## src/rtl/rename_if.sv

```systemverilog
// Decode-to-rename bundle: two decoded instructions plus retire frees in,
// stall and two renamed instructions out.
interface rename_if;
    logic [6:0]  instr1_opcode, instr2_opcode;
    logic [4:0]  instr1_rs1, instr1_rs2, instr1_rd;
    logic [4:0]  instr2_rs1, instr2_rs2, instr2_rd;
    logic [31:0] instr1_imm, instr2_imm;
    logic [6:0]  instr1_funct7, instr2_funct7;
    logic [2:0]  instr1_funct3, instr2_funct3;
    logic [5:0]  free_reg1, free_reg2;
    logic        stall;
    logic [6:0]  o1_opcode, o2_opcode;
    logic [31:0] o1_imm, o2_imm;
    logic [6:0]  o1_funct7, o2_funct7;
    logic [2:0]  o1_funct3, o2_funct3;
    logic [5:0]  o1_p_rs1, o1_p_rs2, o1_p_rd, o1_p_old_rd;
    logic [5:0]  o2_p_rs1, o2_p_rs2, o2_p_rd, o2_p_old_rd;

    modport master (
        output instr1_opcode, instr1_rs1, instr1_rs2, instr1_rd, instr1_imm, instr1_funct7, instr1_funct3,
        output instr2_opcode, instr2_rs1, instr2_rs2, instr2_rd, instr2_imm, instr2_funct7, instr2_funct3,
        output free_reg1, free_reg2,
        input  stall,
        input  o1_opcode, o1_imm, o1_funct7, o1_funct3, o1_p_rs1, o1_p_rs2, o1_p_rd, o1_p_old_rd,
        input  o2_opcode, o2_imm, o2_funct7, o2_funct3, o2_p_rs1, o2_p_rs2, o2_p_rd, o2_p_old_rd
    );
    modport slave (
        input  instr1_opcode, instr1_rs1, instr1_rs2, instr1_rd, instr1_imm, instr1_funct7, instr1_funct3,
        input  instr2_opcode, instr2_rs1, instr2_rs2, instr2_rd, instr2_imm, instr2_funct7, instr2_funct3,
        input  free_reg1, free_reg2,
        output stall,
        output o1_opcode, o1_imm, o1_funct7, o1_funct3, o1_p_rs1, o1_p_rs2, o1_p_rd, o1_p_old_rd,
        output o2_opcode, o2_imm, o2_funct7, o2_funct3, o2_p_rs1, o2_p_rs2, o2_p_rd, o2_p_old_rd
    );
endinterface

```

## src/rtl/rename_unit.sv

```systemverilog
// 2-wide register rename with circular free list; one-cycle latency.
// stall is combinational and all-or-nothing: a stalled pair emits bubbles and leaves the RAT untouched.
module rename_unit #(
    parameter int PREG_COUNT = 64,
    parameter int AREG_COUNT = 32
) (
    input  logic    clk,
    input  logic    reset,
    rename_if.slave io
);
    localparam int PW = $clog2(PREG_COUNT);
    localparam logic [6:0] OP_SW = 7'b0100011;

    typedef struct packed {
        logic [6:0]    opcode;
        logic [31:0]   imm;
        logic [6:0]    funct7;
        logic [2:0]    funct3;
        logic [PW-1:0] p_rs1;
        logic [PW-1:0] p_rs2;
        logic [PW-1:0] p_rd;
        logic [PW-1:0] p_old_rd;
    } ren_t;

    logic [PW-1:0] rat [AREG_COUNT];
    logic [PW-1:0] fl  [PREG_COUNT];
    logic [PW-1:0] head, tail, tail2;
    logic [PW:0]   free_count;
    ren_t          o1_q, o2_q, o1_d, o2_d;
    logic          alloc1, alloc2;
    logic [1:0]    need, rets, grant;
    logic [PW-1:0] new1, new2;

    assign alloc1 = (io.instr1_opcode != '0) && (io.instr1_opcode != OP_SW) && (io.instr1_rd != '0);
    assign alloc2 = (io.instr2_opcode != '0) && (io.instr2_opcode != OP_SW) && (io.instr2_rd != '0);
    assign need   = {1'b0, alloc1} + {1'b0, alloc2};
    // Frees arriving this cycle are deliberately not counted toward this cycle's budget.
    assign io.stall = ((PW+1)'(need) > free_count);
    assign grant  = io.stall ? 2'd0 : need;
    assign new1   = fl[head];
    assign new2   = alloc1 ? fl[head + PW'(1)] : fl[head];
    assign rets   = {1'b0, io.free_reg1 != '0} + {1'b0, io.free_reg2 != '0};
    assign tail2  = (io.free_reg1 != '0) ? tail + PW'(1) : tail;

    always_comb begin
        o1_d = '0;
        o2_d = '0;
        if (!io.stall) begin
            if (io.instr1_opcode != '0) begin
                o1_d.opcode = io.instr1_opcode;
                o1_d.imm    = io.instr1_imm;
                o1_d.funct7 = io.instr1_funct7;
                o1_d.funct3 = io.instr1_funct3;
                o1_d.p_rs1  = rat[io.instr1_rs1];
                o1_d.p_rs2  = rat[io.instr1_rs2];
                if (alloc1) begin
                    o1_d.p_rd     = new1;
                    o1_d.p_old_rd = rat[io.instr1_rd];
                end
            end
            // instr2 sees instr1's fresh mapping as if the two were renamed in order.
            if (io.instr2_opcode != '0) begin
                o2_d.opcode = io.instr2_opcode;
                o2_d.imm    = io.instr2_imm;
                o2_d.funct7 = io.instr2_funct7;
                o2_d.funct3 = io.instr2_funct3;
                o2_d.p_rs1  = (alloc1 && io.instr2_rs1 == io.instr1_rd) ? new1 : rat[io.instr2_rs1];
                o2_d.p_rs2  = (alloc1 && io.instr2_rs2 == io.instr1_rd) ? new1 : rat[io.instr2_rs2];
                if (alloc2) begin
                    o2_d.p_rd     = new2;
                    o2_d.p_old_rd = (alloc1 && io.instr2_rd == io.instr1_rd) ? new1 : rat[io.instr2_rd];
                end
            end
        end
    end

    always_ff @(posedge clk or posedge reset) begin
        if (reset) begin
            for (int i = 0; i < AREG_COUNT; i++) rat[i] <= PW'(i);
            for (int i = 0; i < PREG_COUNT; i++)
                fl[i] <= (i < PREG_COUNT - AREG_COUNT) ? PW'(AREG_COUNT + i) : '0;
            head       <= '0;
            tail       <= PW'(PREG_COUNT - AREG_COUNT);
            free_count <= (PW+1)'(PREG_COUNT - AREG_COUNT);
            o1_q       <= '0;
            o2_q       <= '0;
        end else begin
            o1_q <= o1_d;
            o2_q <= o2_d;
            if (!io.stall) begin
                if (alloc1) rat[io.instr1_rd] <= new1;
                if (alloc2) rat[io.instr2_rd] <= new2;
            end
            if (io.free_reg1 != '0) fl[tail]  <= io.free_reg1;
            if (io.free_reg2 != '0) fl[tail2] <= io.free_reg2;
            head       <= head + PW'(grant);
            tail       <= tail + PW'(rets);
            free_count <= free_count + (PW+1)'(rets) - (PW+1)'(grant);
        end
    end

    assert property (@(posedge clk) disable iff (reset)
        (32'(free_count) + 32'(rets)) <= PREG_COUNT - 1);

    assign io.o1_opcode   = o1_q.opcode;
    assign io.o1_imm      = o1_q.imm;
    assign io.o1_funct7   = o1_q.funct7;
    assign io.o1_funct3   = o1_q.funct3;
    assign io.o1_p_rs1    = o1_q.p_rs1;
    assign io.o1_p_rs2    = o1_q.p_rs2;
    assign io.o1_p_rd     = o1_q.p_rd;
    assign io.o1_p_old_rd = o1_q.p_old_rd;
    assign io.o2_opcode   = o2_q.opcode;
    assign io.o2_imm      = o2_q.imm;
    assign io.o2_funct7   = o2_q.funct7;
    assign io.o2_funct3   = o2_q.funct3;
    assign io.o2_p_rs1    = o2_q.p_rs1;
    assign io.o2_p_rs2    = o2_q.p_rs2;
    assign io.o2_p_rd     = o2_q.p_rd;
    assign io.o2_p_old_rd = o2_q.p_old_rd;
endmodule

```

## src/flat_wrapper.sv

```systemverilog
// flat-port wrapper written by rule: the top's interface ports become plain ports
module rename_unit_flat 
#(
    parameter int PREG_COUNT = 64,
    parameter int AREG_COUNT = 32
)
  (clk, reset, io_instr1_opcode, io_instr1_rs1, io_instr1_rs2, io_instr1_rd, io_instr1_imm, io_instr1_funct7, io_instr1_funct3, io_instr2_opcode, io_instr2_rs1, io_instr2_rs2, io_instr2_rd, io_instr2_imm, io_instr2_funct7, io_instr2_funct3, io_free_reg1, io_free_reg2, io_stall, io_o1_opcode, io_o1_imm, io_o1_funct7, io_o1_funct3, io_o1_p_rs1, io_o1_p_rs2, io_o1_p_rd, io_o1_p_old_rd, io_o2_opcode, io_o2_imm, io_o2_funct7, io_o2_funct3, io_o2_p_rs1, io_o2_p_rs2, io_o2_p_rd, io_o2_p_old_rd);
  rename_if io_i ();
  input  logic clk;
  input  logic reset;
  input wire logic [$bits(io_i.instr1_opcode)-1:0] io_instr1_opcode;
  input wire logic [$bits(io_i.instr1_rs1)-1:0] io_instr1_rs1;
  input wire logic [$bits(io_i.instr1_rs2)-1:0] io_instr1_rs2;
  input wire logic [$bits(io_i.instr1_rd)-1:0] io_instr1_rd;
  input wire logic [$bits(io_i.instr1_imm)-1:0] io_instr1_imm;
  input wire logic [$bits(io_i.instr1_funct7)-1:0] io_instr1_funct7;
  input wire logic [$bits(io_i.instr1_funct3)-1:0] io_instr1_funct3;
  input wire logic [$bits(io_i.instr2_opcode)-1:0] io_instr2_opcode;
  input wire logic [$bits(io_i.instr2_rs1)-1:0] io_instr2_rs1;
  input wire logic [$bits(io_i.instr2_rs2)-1:0] io_instr2_rs2;
  input wire logic [$bits(io_i.instr2_rd)-1:0] io_instr2_rd;
  input wire logic [$bits(io_i.instr2_imm)-1:0] io_instr2_imm;
  input wire logic [$bits(io_i.instr2_funct7)-1:0] io_instr2_funct7;
  input wire logic [$bits(io_i.instr2_funct3)-1:0] io_instr2_funct3;
  input wire logic [$bits(io_i.free_reg1)-1:0] io_free_reg1;
  input wire logic [$bits(io_i.free_reg2)-1:0] io_free_reg2;
  output wire logic [$bits(io_i.stall)-1:0] io_stall;
  output wire logic [$bits(io_i.o1_opcode)-1:0] io_o1_opcode;
  output wire logic [$bits(io_i.o1_imm)-1:0] io_o1_imm;
  output wire logic [$bits(io_i.o1_funct7)-1:0] io_o1_funct7;
  output wire logic [$bits(io_i.o1_funct3)-1:0] io_o1_funct3;
  output wire logic [$bits(io_i.o1_p_rs1)-1:0] io_o1_p_rs1;
  output wire logic [$bits(io_i.o1_p_rs2)-1:0] io_o1_p_rs2;
  output wire logic [$bits(io_i.o1_p_rd)-1:0] io_o1_p_rd;
  output wire logic [$bits(io_i.o1_p_old_rd)-1:0] io_o1_p_old_rd;
  output wire logic [$bits(io_i.o2_opcode)-1:0] io_o2_opcode;
  output wire logic [$bits(io_i.o2_imm)-1:0] io_o2_imm;
  output wire logic [$bits(io_i.o2_funct7)-1:0] io_o2_funct7;
  output wire logic [$bits(io_i.o2_funct3)-1:0] io_o2_funct3;
  output wire logic [$bits(io_i.o2_p_rs1)-1:0] io_o2_p_rs1;
  output wire logic [$bits(io_i.o2_p_rs2)-1:0] io_o2_p_rs2;
  output wire logic [$bits(io_i.o2_p_rd)-1:0] io_o2_p_rd;
  output wire logic [$bits(io_i.o2_p_old_rd)-1:0] io_o2_p_old_rd;
  assign io_i.instr1_opcode = io_instr1_opcode;
  assign io_i.instr1_rs1 = io_instr1_rs1;
  assign io_i.instr1_rs2 = io_instr1_rs2;
  assign io_i.instr1_rd = io_instr1_rd;
  assign io_i.instr1_imm = io_instr1_imm;
  assign io_i.instr1_funct7 = io_instr1_funct7;
  assign io_i.instr1_funct3 = io_instr1_funct3;
  assign io_i.instr2_opcode = io_instr2_opcode;
  assign io_i.instr2_rs1 = io_instr2_rs1;
  assign io_i.instr2_rs2 = io_instr2_rs2;
  assign io_i.instr2_rd = io_instr2_rd;
  assign io_i.instr2_imm = io_instr2_imm;
  assign io_i.instr2_funct7 = io_instr2_funct7;
  assign io_i.instr2_funct3 = io_instr2_funct3;
  assign io_i.free_reg1 = io_free_reg1;
  assign io_i.free_reg2 = io_free_reg2;
  assign io_stall = io_i.stall;
  assign io_o1_opcode = io_i.o1_opcode;
  assign io_o1_imm = io_i.o1_imm;
  assign io_o1_funct7 = io_i.o1_funct7;
  assign io_o1_funct3 = io_i.o1_funct3;
  assign io_o1_p_rs1 = io_i.o1_p_rs1;
  assign io_o1_p_rs2 = io_i.o1_p_rs2;
  assign io_o1_p_rd = io_i.o1_p_rd;
  assign io_o1_p_old_rd = io_i.o1_p_old_rd;
  assign io_o2_opcode = io_i.o2_opcode;
  assign io_o2_imm = io_i.o2_imm;
  assign io_o2_funct7 = io_i.o2_funct7;
  assign io_o2_funct3 = io_i.o2_funct3;
  assign io_o2_p_rs1 = io_i.o2_p_rs1;
  assign io_o2_p_rs2 = io_i.o2_p_rs2;
  assign io_o2_p_rd = io_i.o2_p_rd;
  assign io_o2_p_old_rd = io_i.o2_p_old_rd;
  rename_unit #(.PREG_COUNT(PREG_COUNT), .AREG_COUNT(AREG_COUNT)) u_core (.clk(clk), .reset(reset), .io(io_i));
endmodule
```

## config.mk

```make
export PLATFORM = sky130hd
export DESIGN_NAME = rename_unit_flat
export DESIGN_NICKNAME = d
export VERILOG_FILES = /design/src/rtl/rename_if.sv /design/src/rtl/rename_unit.sv /design/src/flat_wrapper.sv
export SDC_FILE = /design/constraint.sdc
export NUM_CORES = 2
export LEC_CHECK = 0
export ABC_CLOCK_PERIOD_IN_PS = 35500
export BUFFER_PORTS_ARGS = -buffer_cell sky130_fd_sc_hd__buf_2
export CORE_ASPECT_RATIO = 0.6
export CORE_MARGIN = 2
export CORE_UTILIZATION = 46
export DETAILED_ROUTE_END_ITERATION = 7
export PLACE_DENSITY = 0.62
export SLEW_MARGIN = 20
export SYNTH_ARGS = -nofsm -noshare
export SYNTH_HDL_FRONTEND = slang
export SYNTH_SLANG_ARGS = --single-unit
```

## constraint.sdc

```tcl
create_clock -name clk -period 35.5 [get_ports clk]
set_input_delay 5.325 -clock clk [delete_from_list [all_inputs] [get_ports clk]]
set_output_delay 5.325 -clock clk [all_outputs]
set_load 0.02 [all_outputs]
```

==> results.tsv <==
stage	metric	value	unit
run_status	status	finished, violations left	
run_status	failing checks	design-rule violations	
hold_path	hold_sp	u_core.head[5]	
routing	via count	41848	
routing	antenna viol nets, final	0	
yosys	synthesized area	49510	sq um
clocking	Max clock buf depth	3	
critical_path	crit-path cells	buf_2 -> or4_1 -> a21oi_2 -> a21o_2 -> inv_1 -> ha_1 -> ha_1 -> and4b_1 -> a21o_1 -> a221o_2 -> buf_4 -> inv_2 -> buf_2	
floorplan	Die ar.	110400	sq um
critical_path	crit path kind	primary input to output pin	
timing	RSZ-0062 raised after global routing	false	
critical_path	Critical path origin	io_instr1_opcode[3]	
clocking	Sink Count	741	
yosys	yosys warns	0	
power_and_ir_drop	Leakage	0.02211	uW
clocking	CTS Buf Count	77	
yosys	Synth Register Bits	741	
critical_path	crit-path max FO	66	
flow_run	max-cap viol count	0	
power_and_ir_drop	total power	6144	uW
power_and_ir_drop	Power Density	112.6	nW/um^2
floorplan	row count	93	
timing	post-route setup TNS	0	ns
yosys	Top FF cell, synth	dfrtp_1	
timing	final hold viol count	0	
routing	vias per std cell	7.189	
clocking	TritonCTS clock tree	yes	
global_routing	first-pass GRT wire length	290100	um
yosys	Synth area leaders	dfrtp_1 28%, mux4_2 23%, dfstp_2 10%	
place	placed insts	5669	
clocking	H-tree Lvls	3	
timing	achievable frequency	0.06735	GHz
floorplan	I/O pin total	289	
routing	Routed WL	205600	um
clocking	Clk pin slew, worst setup/hold paths	0.07	ns
clocking	Root Buffer	clkbuf_16	
yosys	ys async rst share	1.000	
hold_path	worst min path class	register to register	
floorplan	die extent in x	427.5	um
floorplan	Die Y	258.1	um
final_layout	final core utilization	0.5097	
critical_path	CP max stage cell	or4_1	
yosys	Seq/Total Area, Yosys	0.3794	
clocking	hold buffer count at cts	0	
yosys	top-area cell type share of the netlist area	0.2765	
timing	final setup fails	0	
global_routing	vias in the first global route	38307	
final_layout	non-filler cells, final	5821	
yosys	number of flops mapped to enable cells by yosys	0	
final_layout	Fillers	9414	
critical_path	CP max stage delay	0.71	ns
critical_path	worst r2r src	u_core.head[0]	
critical_path	WP buf/inv	5	
timing	Min Hold Slack	0.5051	ns
clocking	Clk Latency, worst-skew pair	0.73	ns
global_routing	initial antenna violation count	16	
global_routing	GR Overflow Total	0	
yosys	cell taking the most area after synthesis	dfrtp_1	
timing	Slew Limit Fails	0	
critical_path	critical path startpoint category	primary input	
critical_path	worst endpoint required time	30.17	ns
final_layout	area of the multi-input gates	29000	sq um
timing	Slew @ Worst Pin	1.225	ns
final_layout	Final #Nets	4489	
yosys	gate count of the mapped netlist	4272	
floorplan	area of the core	107100	sq um
place	detailed placer's ending HPWL	139800	um
routing	Pre-antenna DRT Iters	8	
clocking	post-CTS sizing	0	
clocking	Post-CTS Setup Inserts	0	
global_routing	largest net degree at the start of global routing	158	
place	number of I/O port buffers	288	
power_and_ir_drop	Max rail drop VDD	0.1134	mV
yosys	Netlist cell types	77	
timing	fin crit share	0.4183	
yosys	Synth top cells by count	547 x dfrtp_1, 516 x mux4_2, 462 x nor2_1	
floorplan	Starting Density	0.4625	
place	GPL Wtd Cong	1.103	
yosys	Post-Syn Nets	4438	
critical_path	Crit. End Element	output pin	
final_layout	Layout area overhead	10.20	%
routing	drt drc	30	
routing	drt wl/cell	35.32	um
timing	Tmin final	14.85	ns
critical_path	Worst Path Arrival	9.52	ns
global_routing	All-Layer GR Usage	0.3674	
yosys	most frequent cell after synthesis	dfrtp_1	
yosys	Mean Syn Cell Area	11.59	sq um
final_layout	Register Area	18790	sq um
critical_path	CP top delay family	compound AO/OA/AOI/OAI gates	
timing	Slew headroom	0.1832	
final_layout	layout cells sized above 1	0.3321	
timing	clk_skew	0.05678	ns
routing	Iter 0 DRT Violations	7311	
state kept, by name, indices dropped and copies added (netlist names), 7 cells and up:
name                 count
u_core.io.o1_funct7      7
u_core.io.o2_opcode      7
u_core.io.o1_imm        32
u_core.rat             192
u_core.io.o2_funct7      7
u_core.io.o1_opcode      7
u_core.fl              384
u_core.free_count        7
u_core.io.o2_imm        32
metrics by stage:
step | setup WS [ns] | instance area, sq um
6_report | 20.65 | 54560
5_1_grt | 20.58 | 54550
4_1_cts | 20.81 | 54470
3_5_place_dp | 20.81 | 51930
3_3_place_gp | 20.86 | 51920
2_1_floorplan | 9.703 | 49510
cells in the final DEF, fill, tap and decap left out, types with 9 or more instances in the layout:
master     instances
a221oi_2          20
ha_1              19
clkbuf_16         80
xnor2_1           20
a211oi_1          39
o32ai_1           16
clkbuf_8          14
nor4_1            10
or4_1             17
clkinv_2           9
o22ai_1           12
buf_2            281
nand3_1           83
inv_1             23
nor4_2            13
mux2_2           150
nor2_1           458
o21ai_0          157
and2_1            64
mux2i_1          408
and3_1            83
nor3_1            10
nand4_1           20
a221oi_1         152
mux4_2           516
clkbuf_1          25
buf_4            108
dfstp_2          194
nand2_1          328
nor2b_1           25
a21o_1            30
a21oi_1          250
diode_2           12
a22oi_1           45
dfrtp_1          544
xor2_1            11
worst reg2reg max path, cell delays in order, from the launching register on:
cell      delay (ns)
dfrtp_4         0.85
buf_4           0.69
buf_4           0.52
mux4_2          0.59
a22o_1          0.25
a221oi_1        0.62
o22ai_1         0.26
or3_1           0.85
mux2i_4         0.84
buf_4           0.55
nor2_1          0.24
routing by layer:
layer  track usage  vias up  share of wire
li1              -    16489              -
met5       0.08333        -         0.0079
met2        0.4167     3479           0.36
met1        0.5421    21425           0.41
met3        0.2519      415           0.20
met4       0.08314       40          0.026
final cells by class:
cell class / count / area share
multi-input combinational: 3081 / 0.5314
sequential: 741 / 0.3445
inverter: 28 / 0.002064
tap: 1425 / 0.03268
timing repair buffer: 394 / 0.04231
antenna: 12 / 0.0005504
clock inverter: 21 / 0.004586
clock buffer: 119 / 0.04194
cells by family (layout without fill, tap and decap cells):
logic type | Yosys count | after routing | synth area share
buffers and inverters | 450 | 562 | 0.04230
other | 0 | 12 | 0
and+or+nand+nor | 1167 | 1167 | 0.1069
muxes | 1077 | 1077 | 0.3525
DFF | 741 | 741 | 0.3794
xor gates and xnor gates | 37 | 37 | 0.006924
AOI/OAI and AO/OA | 776 | 776 | 0.1053
adders and majority gates | 24 | 24 | 0.006672
power by group:
part           internal (uW)  switching, uW  total (uW)
sequential              1300            526        1830
combinational           1320           2140        3460
clock                    475            382         857
worst paths after layout:
kind	endpoint	slack (ns)	cells after the start
worst max-delay path	io_stall	20.65	13
worst min-delay path	u_core.head[5]	0.51	1
worst max register to register	u_core.io.o2_p_rd[1]	29.00	10
worst min register to register	u_core.head[5]	0.51	1
max in group asynchronous	u_core.fl[77]	27.73	5
min in group asynchronous	u_core.fl[187]	4.81	2
No activity file was read; power rests on OpenSTA's default activity.
